File: src/rtl/clk_gen_pkg.sv
// clk_gen_pkg: shared widths and helpers for the clock-enable bank
// Provides the default ratio width, the lock counter width for the default
// lock delay, a lock-width helper and a ratio-field extractor.
package clk_gen_pkg;
  localparam int DIV_W_DEF = 8;
  localparam int LOCK_CYCLES_DEF = 16;
  localparam int LOCK_W = $clog2(LOCK_CYCLES_DEF + 1);
  localparam int BUS_MAX = 256;
  localparam int SLICE_MAX = 32;
  function automatic int lock_w(input int n);
    return $clog2(n + 1);
  endfunction
  function automatic logic [SLICE_MAX-1:0] div_slice(input logic [BUS_MAX-1:0] bus, input int k, input int w);
    return SLICE_MAX'(bus >> (k * w)) & ((SLICE_MAX'(1) << w) - SLICE_MAX'(1));
  endfunction
endpackage

File: src/rtl/clk_div_channel.sv
// clk_div_channel: one programmable divide-by-(N+1) enable/phase channel
// Ports: clk_i/rst_n_i clock and async active-low reset; locked_i lock state
// this cycle; run_i lock state after this edge; resync_i realign (pre-gated);
// load_i/div_i pending ratio load; en_o period-start strobe; phase_o divided
// level; rst_n_o synchronously released channel reset.
module clk_div_channel
  import clk_gen_pkg::*;
#(
  parameter int DIV_W = DIV_W_DEF,
  parameter int DEFAULT_DIV = 1
) (
  input  logic             clk_i,
  input  logic             rst_n_i,
  input  logic             locked_i,
  input  logic             run_i,
  input  logic             resync_i,
  input  logic             load_i,
  input  logic [DIV_W-1:0] div_i,
  output logic             en_o,
  output logic             phase_o,
  output logic             rst_n_o
);
  logic [DIV_W-1:0] pend, act, cnt, new_div, nxt_act, nxt_cnt;
  logic wrap;
  // A load in the wrap cycle bypasses pending so it governs the next period.
  always_comb begin
    new_div = load_i ? div_i : pend;
    wrap = locked_i & (resync_i | (cnt == act));
    nxt_act = wrap ? new_div : act;
    nxt_cnt = (!locked_i || wrap) ? '0 : cnt + 1'b1;
  end
  // en/phase are decoded from the next count so they are clean flop outputs.
  always_ff @(posedge clk_i or negedge rst_n_i)
    if (!rst_n_i) begin
      pend <= DIV_W'(DEFAULT_DIV);
      act <= DIV_W'(DEFAULT_DIV);
      cnt <= '0;
      en_o <= 1'b0;
      phase_o <= 1'b0;
      rst_n_o <= 1'b0;
    end else begin
      pend <= new_div;
      act <= nxt_act;
      cnt <= nxt_cnt;
      en_o <= run_i & (nxt_cnt == '0);
      phase_o <= run_i & (nxt_cnt <= (nxt_act >> 1));
      rst_n_o <= rst_n_o | (locked_i & en_o);
    end
endmodule

File: src/rtl/clk_enable_bank.sv
// clk_enable_bank: lock-delayed bank of programmable clock-enable channels
// Ports: clk_i/rst_n_i clock and async active-low reset; div_i/div_load_i
// per-channel ratio fields and load strobes; resync_i realigns all channels;
// en_o/phase_o per-channel strobes and levels; locked_o lock delay elapsed;
// rst_n_o per-channel synchronously released resets.
module clk_enable_bank
  import clk_gen_pkg::*;
#(
  parameter int NUM_CH = 2,
  parameter int DIV_W = DIV_W_DEF,
  parameter int DEFAULT_DIV = 1,
  parameter int LOCK_CYCLES = 16
) (
  input  logic                    clk_i,
  input  logic                    rst_n_i,
  input  logic [NUM_CH*DIV_W-1:0] div_i,
  input  logic [NUM_CH-1:0]       div_load_i,
  input  logic                    resync_i,
  output logic [NUM_CH-1:0]       en_o,
  output logic [NUM_CH-1:0]       phase_o,
  output logic                    locked_o,
  output logic [NUM_CH-1:0]       rst_n_o
);
  localparam int LCW = lock_w(LOCK_CYCLES);
  localparam logic [LCW-1:0] LOCK_MAX = LCW'(LOCK_CYCLES);
  logic [LCW-1:0] lcnt;
  logic [BUS_MAX-1:0] div_bus;
  logic run, rs;
  // run is the lock state after this edge, letting channels start on the lock edge.
  assign run = locked_o | (lcnt == LOCK_MAX);
  assign rs = resync_i & locked_o;
  assign div_bus = BUS_MAX'(div_i);
  always_ff @(posedge clk_i or negedge rst_n_i)
    if (!rst_n_i) begin
      lcnt <= '0;
      locked_o <= 1'b0;
    end else begin
      lcnt <= lcnt + LCW'(lcnt != LOCK_MAX);
      locked_o <= run;
    end
  for (genvar i = 0; i < NUM_CH; i++) begin : g_ch
    clk_div_channel #(.DIV_W(DIV_W), .DEFAULT_DIV(DEFAULT_DIV)) u_ch (
      .clk_i    (clk_i),
      .rst_n_i  (rst_n_i),
      .locked_i (locked_o),
      .run_i    (run),
      .resync_i (rs),
      .load_i   (div_load_i[i]),
      .div_i    (DIV_W'(div_slice(div_bus, i, DIV_W))),
      .en_o     (en_o[i]),
      .phase_o  (phase_o[i]),
      .rst_n_o  (rst_n_o[i])
    );
  end
endmodule

File: config.mk
export PLATFORM = sky130hd
export DESIGN_NAME = clk_enable_bank
export DESIGN_NICKNAME = d
export VERILOG_FILES = /design/src/rtl/clk_gen_pkg.sv /design/src/rtl/clk_div_channel.sv /design/src/rtl/clk_enable_bank.sv
export SDC_FILE = /design/constraint.sdc
export NUM_CORES = 1
export LEC_CHECK = 0
export CAP_MARGIN = 0
export CORE_MARGIN = 2
export CORE_UTILIZATION = 50
export CTS_CLUSTER_DIAMETER = 50
export DETAILED_ROUTE_END_ITERATION = 12
export PLACE_DENSITY = 0.71
export SYNTH_ARGS = -nofsm -noshare
export SYNTH_HDL_FRONTEND = slang
export SYNTH_HIERARCHICAL = 1
export SYNTH_SLANG_ARGS = --single-unit
File: constraint.sdc
create_clock -name clk_i -period 5.63 [get_ports clk_i]
set_input_delay 1.126 -clock clk_i [delete_from_list [all_inputs] [get_ports clk_i]]
set_output_delay 1.126 -clock clk_i [all_outputs]
set_load 0.02 [all_outputs]
After elaboration in Yosys (flattened, before gate mapping)
Cells that the tools add are included.
{"block": "op_classes", "n_reduce_logical": 5, "magnitude_cmp": 2, "addsub": 3, "n_eq_ne": 4, "bitwise": 14, "n_mux": 6}
{"operator": "8-bit two-way mux", "n": 6}
{"operator": "8-bit by 1-bit adder with 8-bit output (second input constant)", "n": 2}
{"operator": "8-bit equality test", "n": 2}
{"operator": "8-bit by 7-bit less-or-equal comparator with 1-bit output", "n": 2}
{"operator": "8-bit zero test", "n": 2}
{"operator": "1-bit AND", "n": 9}
{"operator": "5-bit by 1-bit adder with 5-bit output", "n": 1}
{"operator": "5-bit equality test (second input constant)", "n": 1}
{"operator": "5-bit != test (second input constant)", "n": 1}
{"operator": "1-bit bitwise OR", "n": 5}
{"operator": "1-bit logical OR", "n": 2}
{"operator": "1-bit zero test", "n": 1}
{"block": "totals", "output_inout_bits": 7, "inputBits": 21, "wordCells": 50, "regBits": 60}

Longest topological paths before layout
{"block": "logic_depth", "ltp_word": 7, "ltp_mapped": 13, "depth_no_buf": 11}

Modules after synthesis
The synthesis kept the hierarchy.
{"mod": "clk_div_channel", "n_inst": 2, "area_per_inst_um2": 1530.2, "cells_per_inst": 132, "seq_area_each_um2": 678.2}
{"mod": "clk_enable_bank", "n_inst": 1, "area_per_inst_um2": 239.0, "cells_per_inst": 18, "seq_area_each_um2": 150.1}

Worst setup path before layout
OpenSTA, ideal clock, no wires.
{"block": "synth_path", "path_type": "in2reg", "from": "input resync_i", "to": "register g_ch[0].u_ch.phase_o", "n_path_buf": 1, "path_slack_ps": 2619, "setup_ps": 131, "path_stages": 11, "required_ps": 5499, "arrival_time_ps": 2880, "path_cell_list": "and2_1 o21bai_4 nand2_4 buf_6 mux2i_1 ha_1 and3_1 nand3_1 nor4b_1 mux2_2 o22ai_1"}
{"block": "synth_between", "elab_chain_cells": 7, "word_cells_on_any_way": 8, "classes_between": "order compare: 1; mux: 2; bitwise: 4; reduce/logical: 1"}
{"element": "start, declared", "line": "clk_enable_bank.sv:18", "rtl": "input logic resync_i,"}
{"element": "1-bit AND *", "line": "clk_enable_bank.sv:31", "rtl": "assign rs = resync_i & locked_o;"}
{"element": "1-bit bitwise OR *", "line": "clk_div_channel.sv:28", "rtl": "wrap = locked_i & (resync_i | (cnt == act));"}
{"element": "1-bit AND *", "line": "clk_div_channel.sv:28"}
{"element": "1-bit logical OR", "line": "clk_div_channel.sv:30", "rtl": "nxt_cnt = (!locked_i || wrap) ? '0 : cnt + 1'b1;"}
{"element": "8-bit two-way mux", "line": "clk_div_channel.sv:30"}
{"element": "8-bit by 7-bit less-or-equal comparator with 1-bit output *", "line": "clk_div_channel.sv:46", "rtl": "phase_o <= run_i & (nxt_cnt <= (nxt_act >> 1));"}
{"element": "1-bit AND *", "line": "clk_div_channel.sv:46"}
{"element": "end signal, assigned", "line": "clk_div_channel.sv:46"}
{"element": "end, declared", "line": "clk_div_channel.sv:20", "rtl": "output logic phase_o,"}
Mark *: on every way between the ends. The rest lies on a longest branch, timed or not.
A chain may end at the register's enable or synchronous reset.

Final worst setup path
{"block": "layout_path", "from": "input resync_i", "to": "register g_ch[0].u_ch.phase_o"}
{"block": "layout_between", "elab_chain_cells": 7, "word_cells_on_any_way": 8, "classes_between": "order compare: 1; mux: 2; bitwise: 4; reduce/logical: 1"}
{"element": "1-bit AND *", "line": "clk_enable_bank.sv:31"}
{"element": "net rs", "line": "clk_enable_bank.sv:28", "rtl": "logic run, rs;"}
{"element": "1-bit bitwise OR *", "line": "clk_div_channel.sv:28"}
{"element": "1-bit AND *", "line": "clk_div_channel.sv:28"}
{"element": "1-bit logical OR", "line": "clk_div_channel.sv:30"}
{"element": "8-bit two-way mux", "line": "clk_div_channel.sv:30"}
{"element": "8-bit by 7-bit less-or-equal comparator with 1-bit output *", "line": "clk_div_channel.sv:46"}
{"element": "1-bit AND *", "line": "clk_div_channel.sv:46"}
Mark *: on every way through the listed nets, which the timed path passes. The rest lies on a longest branch.

==> run_results.csv <==
group,metric,value,unit
finish,regArea,1510,sq um
route,drtAntennaViolNets,0,
timing,finalHoldViolCount,0,
finish,instances_no_fill,393,
die,die_h,85.2,um
route,avgViaCountPerCell,5.53,
worst_setup_path,cp-start-kind,"input port",
worst_setup_path,r2r-start,"locked_o",
clock_tree,hold_buffers,0,
route,wl,6.31,mm
die,start_util,0.520,
worst_setup_path,rrSetupSlack,2.68,ns
worst_setup_path,crit_buf_inv,1,
hold_path,hp-start,"g_ch[1].u_ch/rst_n_o",
status,run_status,"completed",
timing,maxSlewHeadroom,0.504,
die,dieArea,7270,sq um
worst_setup_path,cp.arrival,3.54,ns
worst_setup_path,path_cells,"clkdlybuf4s50_1, and2_1, o21bai_4, nand2_4, mux2i_1, ha_1, and3_1, nand3_1, nor4b_1, mux2_2, o22ai_1",
clock_tree,cts_resized,0,
placed_design,place_hpwl,4.66,mm
power_and_ir_drop,seq_power_share,0.479,
clock_tree,cts_inserted_buffers,9,
timing,fin_crit,3.33,ns
clock_tree,ctsRootBufferMaster,"clkbuf_8",
power_and_ir_drop,peakVddDrop,0.000198,V
global_routing,grt_first_pass_wirelength,10.9,mm
yosys,synthCells,282,
power_and_ir_drop,p_leak,1.70,nW
timing,worst_pin_slew,0.744,ns
yosys,netlist.area_leader.share,0.425,
global_routing,antenna_found_initial,0,
timing,min_period_over_period,0.591,
worst_setup_path,critical-path-top-delay-family,"simple AND/OR/NAND/NOR gates",
clock_tree,post_cts_buffers,0,
worst_setup_path,path_max_fanout,13,
worst_setup_path,reg2reg_to,"g_ch[0].u_ch/phase_o",
yosys,synth_top_area_cell,"dfrtp_1",
worst_setup_path,path_depth,11,
route,routedWlPerCell,16.0,um
timing,hold_slack,0.463,ns
power_and_ir_drop,p_comb_frac,0.166,
hold_path,hold_class,"reg2reg",
finish,drive_gt1_frac,0.203,
yosys,syn_nets,319,
worst_setup_path,worstSetupStartpoint,"resync_i",
global_routing,grt_max_degree,61,
yosys,syn_area,3300,sq um
yosys,avgSynthCellArea,11.7,sq um
timing,slew_violations,0,
worst_setup_path,end_kind,"flip-flop",
worst_setup_path,crit_type,"in2reg",
global_routing,first_global_vias,2251,
placed_design,dp.cells,377,
clock_tree,cts_tree,"done",
power_and_ir_drop,p_per_area,277,nW/um^2
route,drcViolationCount,0,
route,dr.pass1.iters,4,
clock_tree,clk_pin_slew,0.06,ns
worst_setup_path,max_stage_delay,0.44,ns
yosys,ys_ff_latch,60,
finish,syn2layout_area_growth,14.7,%
finish,postLayoutCellArea,3780,sq um
power_and_ir_drop,swShare,0.269,
die,core_area,6350,sq um
yosys,ys_seq_area_frac,0.457,
power_and_ir_drop,power.switching,282,uW
clock_tree,clk_latency,0.34,ns
global_routing,globalRouteOverflowTotal,0,
yosys,yosys-top-cells-area,"dfrtp_1, mux2_2, xnor2_1",
yosys,synth_cell_types,38,
route,drt_iter0_markers,65,
finish,mostFrequentLayoutCells,"dfrtp_1, clkdlybuf4s50_1, xnor2_1, mux2_2, nor2_1",
finish,n_fill_cell,527,
clock_tree,cts_sinks,60,
finish,multi_input_area,1690,sq um
timing,clock_skew,0.00798,ns
clock_tree,cts_max_level,3,
die,fp.dieW,85.2,um
placed_design,portBuffers,27,
global_routing,grt.total_usage,0.194,
worst_setup_path,worstRegToRegCells,10,
clock_tree,clock_path_buffers,2,
placed_design,postPlaceCellArea,3590,sq um
yosys,yosys_warnings,6,
worst_setup_path,crit_slowest_cell,"clkdlybuf4s50_1",
route,vias,2175,
die,std_cell_rows,29,
finish,layout_commonest_cell,"dfrtp_1",
timing,finalSetupViolations,0,
power_and_ir_drop,pwr-share-clk,0.355,
run,cap_violations,0,
die,pin_count,28,
timing,timing.fmax,301,MHz
worst_setup_path,critPathRequiredTime,5.84,ns
timing,rsz0062_at_grt,"false",
finish,antenna_cells,0,
finish,final_nets,348,
timing,setup_tns,0,ns
power_and_ir_drop,p_int,765,uW
placed_design,gp_congestion,0.818,
worst_setup_path,crit_end,"g_ch[0].u_ch/phase_o",
[how the worst min path moves through the flow]
stage / to / slack (ns) / cells after the start
after floorplan: lcnt[4] / 0.47 / 1
after global placement: g_ch[0].u_ch/rst_n_o / 0.44 / 1
after detailed placement: g_ch[1].u_ch/rst_n_o / 0.44 / 1
after CTS: g_ch[1].u_ch/rst_n_o / 0.47 / 1
after global routing: g_ch[0].u_ch/rst_n_o / 0.49 / 1
final: g_ch[1].u_ch/rst_n_o / 0.46 / 1
[stage by stage]
stage	power (mW)	util	setup WS, ns
detailed placement	0.684	0.566	1.92
global placement	0.680	0.566	1.99
floorplan	0.626	-	2.62
CTS	1.06	0.596	2.29
global route	1.10	0.596	2.11
finish	1.05	0.596	2.30
[Yosys cell counts]
cell,n
ha_1,16
xor2_1,7
mux2_2,24
o21ai_0,2
or2_2,2
dfrtp_1,56
a21oi_1,4
inv_1,8
nand4_1,4
nor3b_1,2
a221oi_1,2
a21o_1,6
o221ai_1,2
nand3_1,13
o21bai_4,2
and3_1,6
nand4_2,2
or4_1,2
dfstp_2,4
and2_1,1
buf_6,4
mux2i_1,12
nand2_1,10
o22ai_1,2
o21ai_1,2
nor4b_1,2
nor2_1,22
nand2_4,2
xnor2_1,24
mux2_4,10
o21a_1,2
a211oi_1,2
a31o_1,1
o2111ai_1,4
nor2b_1,4
nor3_1,6
buf_2,6
nand3b_1,2
[power by group through the flow]
stage          Clock [mW]  Combinational, mW  Sequential (mW)
2_1_floorplan           0              0.126            0.500
5_1_grt             0.400              0.195            0.506
3_3_place_gp            0              0.171            0.508
4_1_cts             0.382              0.176            0.501
3_5_place_dp            0              0.175            0.509
6_report            0.372              0.174            0.501
[final cells by class]
class | instances | share of cell area
clock inverters | 7 | 0.0179
repair buffers | 28 | 0.0721
inverters | 8 | 0.00793
flip-flops and latches | 60 | 0.398
well taps | 77 | 0.0255
clock buffers | 9 | 0.0327
multi-input cells | 204 | 0.446
[logic make-up after synthesis]
group,after synthesis,synth area share
multiplexers,46,0.164
XOR/XNOR,31,0.0823
buffers and inverters,18,0.0319
AO/OA/AOI/OAI,31,0.0739
adder cells (fa/ha/maj),16,0.0607
AND/OR/NAND/NOR,80,0.131
flip-flops,60,0.457
[state kept, by name, summed over array words and instances (netlist names)]
register and count:
g_ch.u_ch/act 16, g_ch.u_ch/cnt 16, g_ch.u_ch/pend 16, lcnt 5, g_ch.u_ch/en_o 2, g_ch.u_ch/phase_o 2, g_ch.u_ch/rst_n_o 2, locked_o 1
[layer usage]
metal | vias to the layer above | part of all wire | track usage
met2 | 27 | 0.51 | 0.330
met4 | 0 | 0.014 | 0.0707
met5 | - | 0 | 0
met1 | 1074 | 0.45 | 0.240
met3 | 8 | 0.032 | 0.0496
li1 | 1066 | - | -
(Power assumes the default switching activity.)
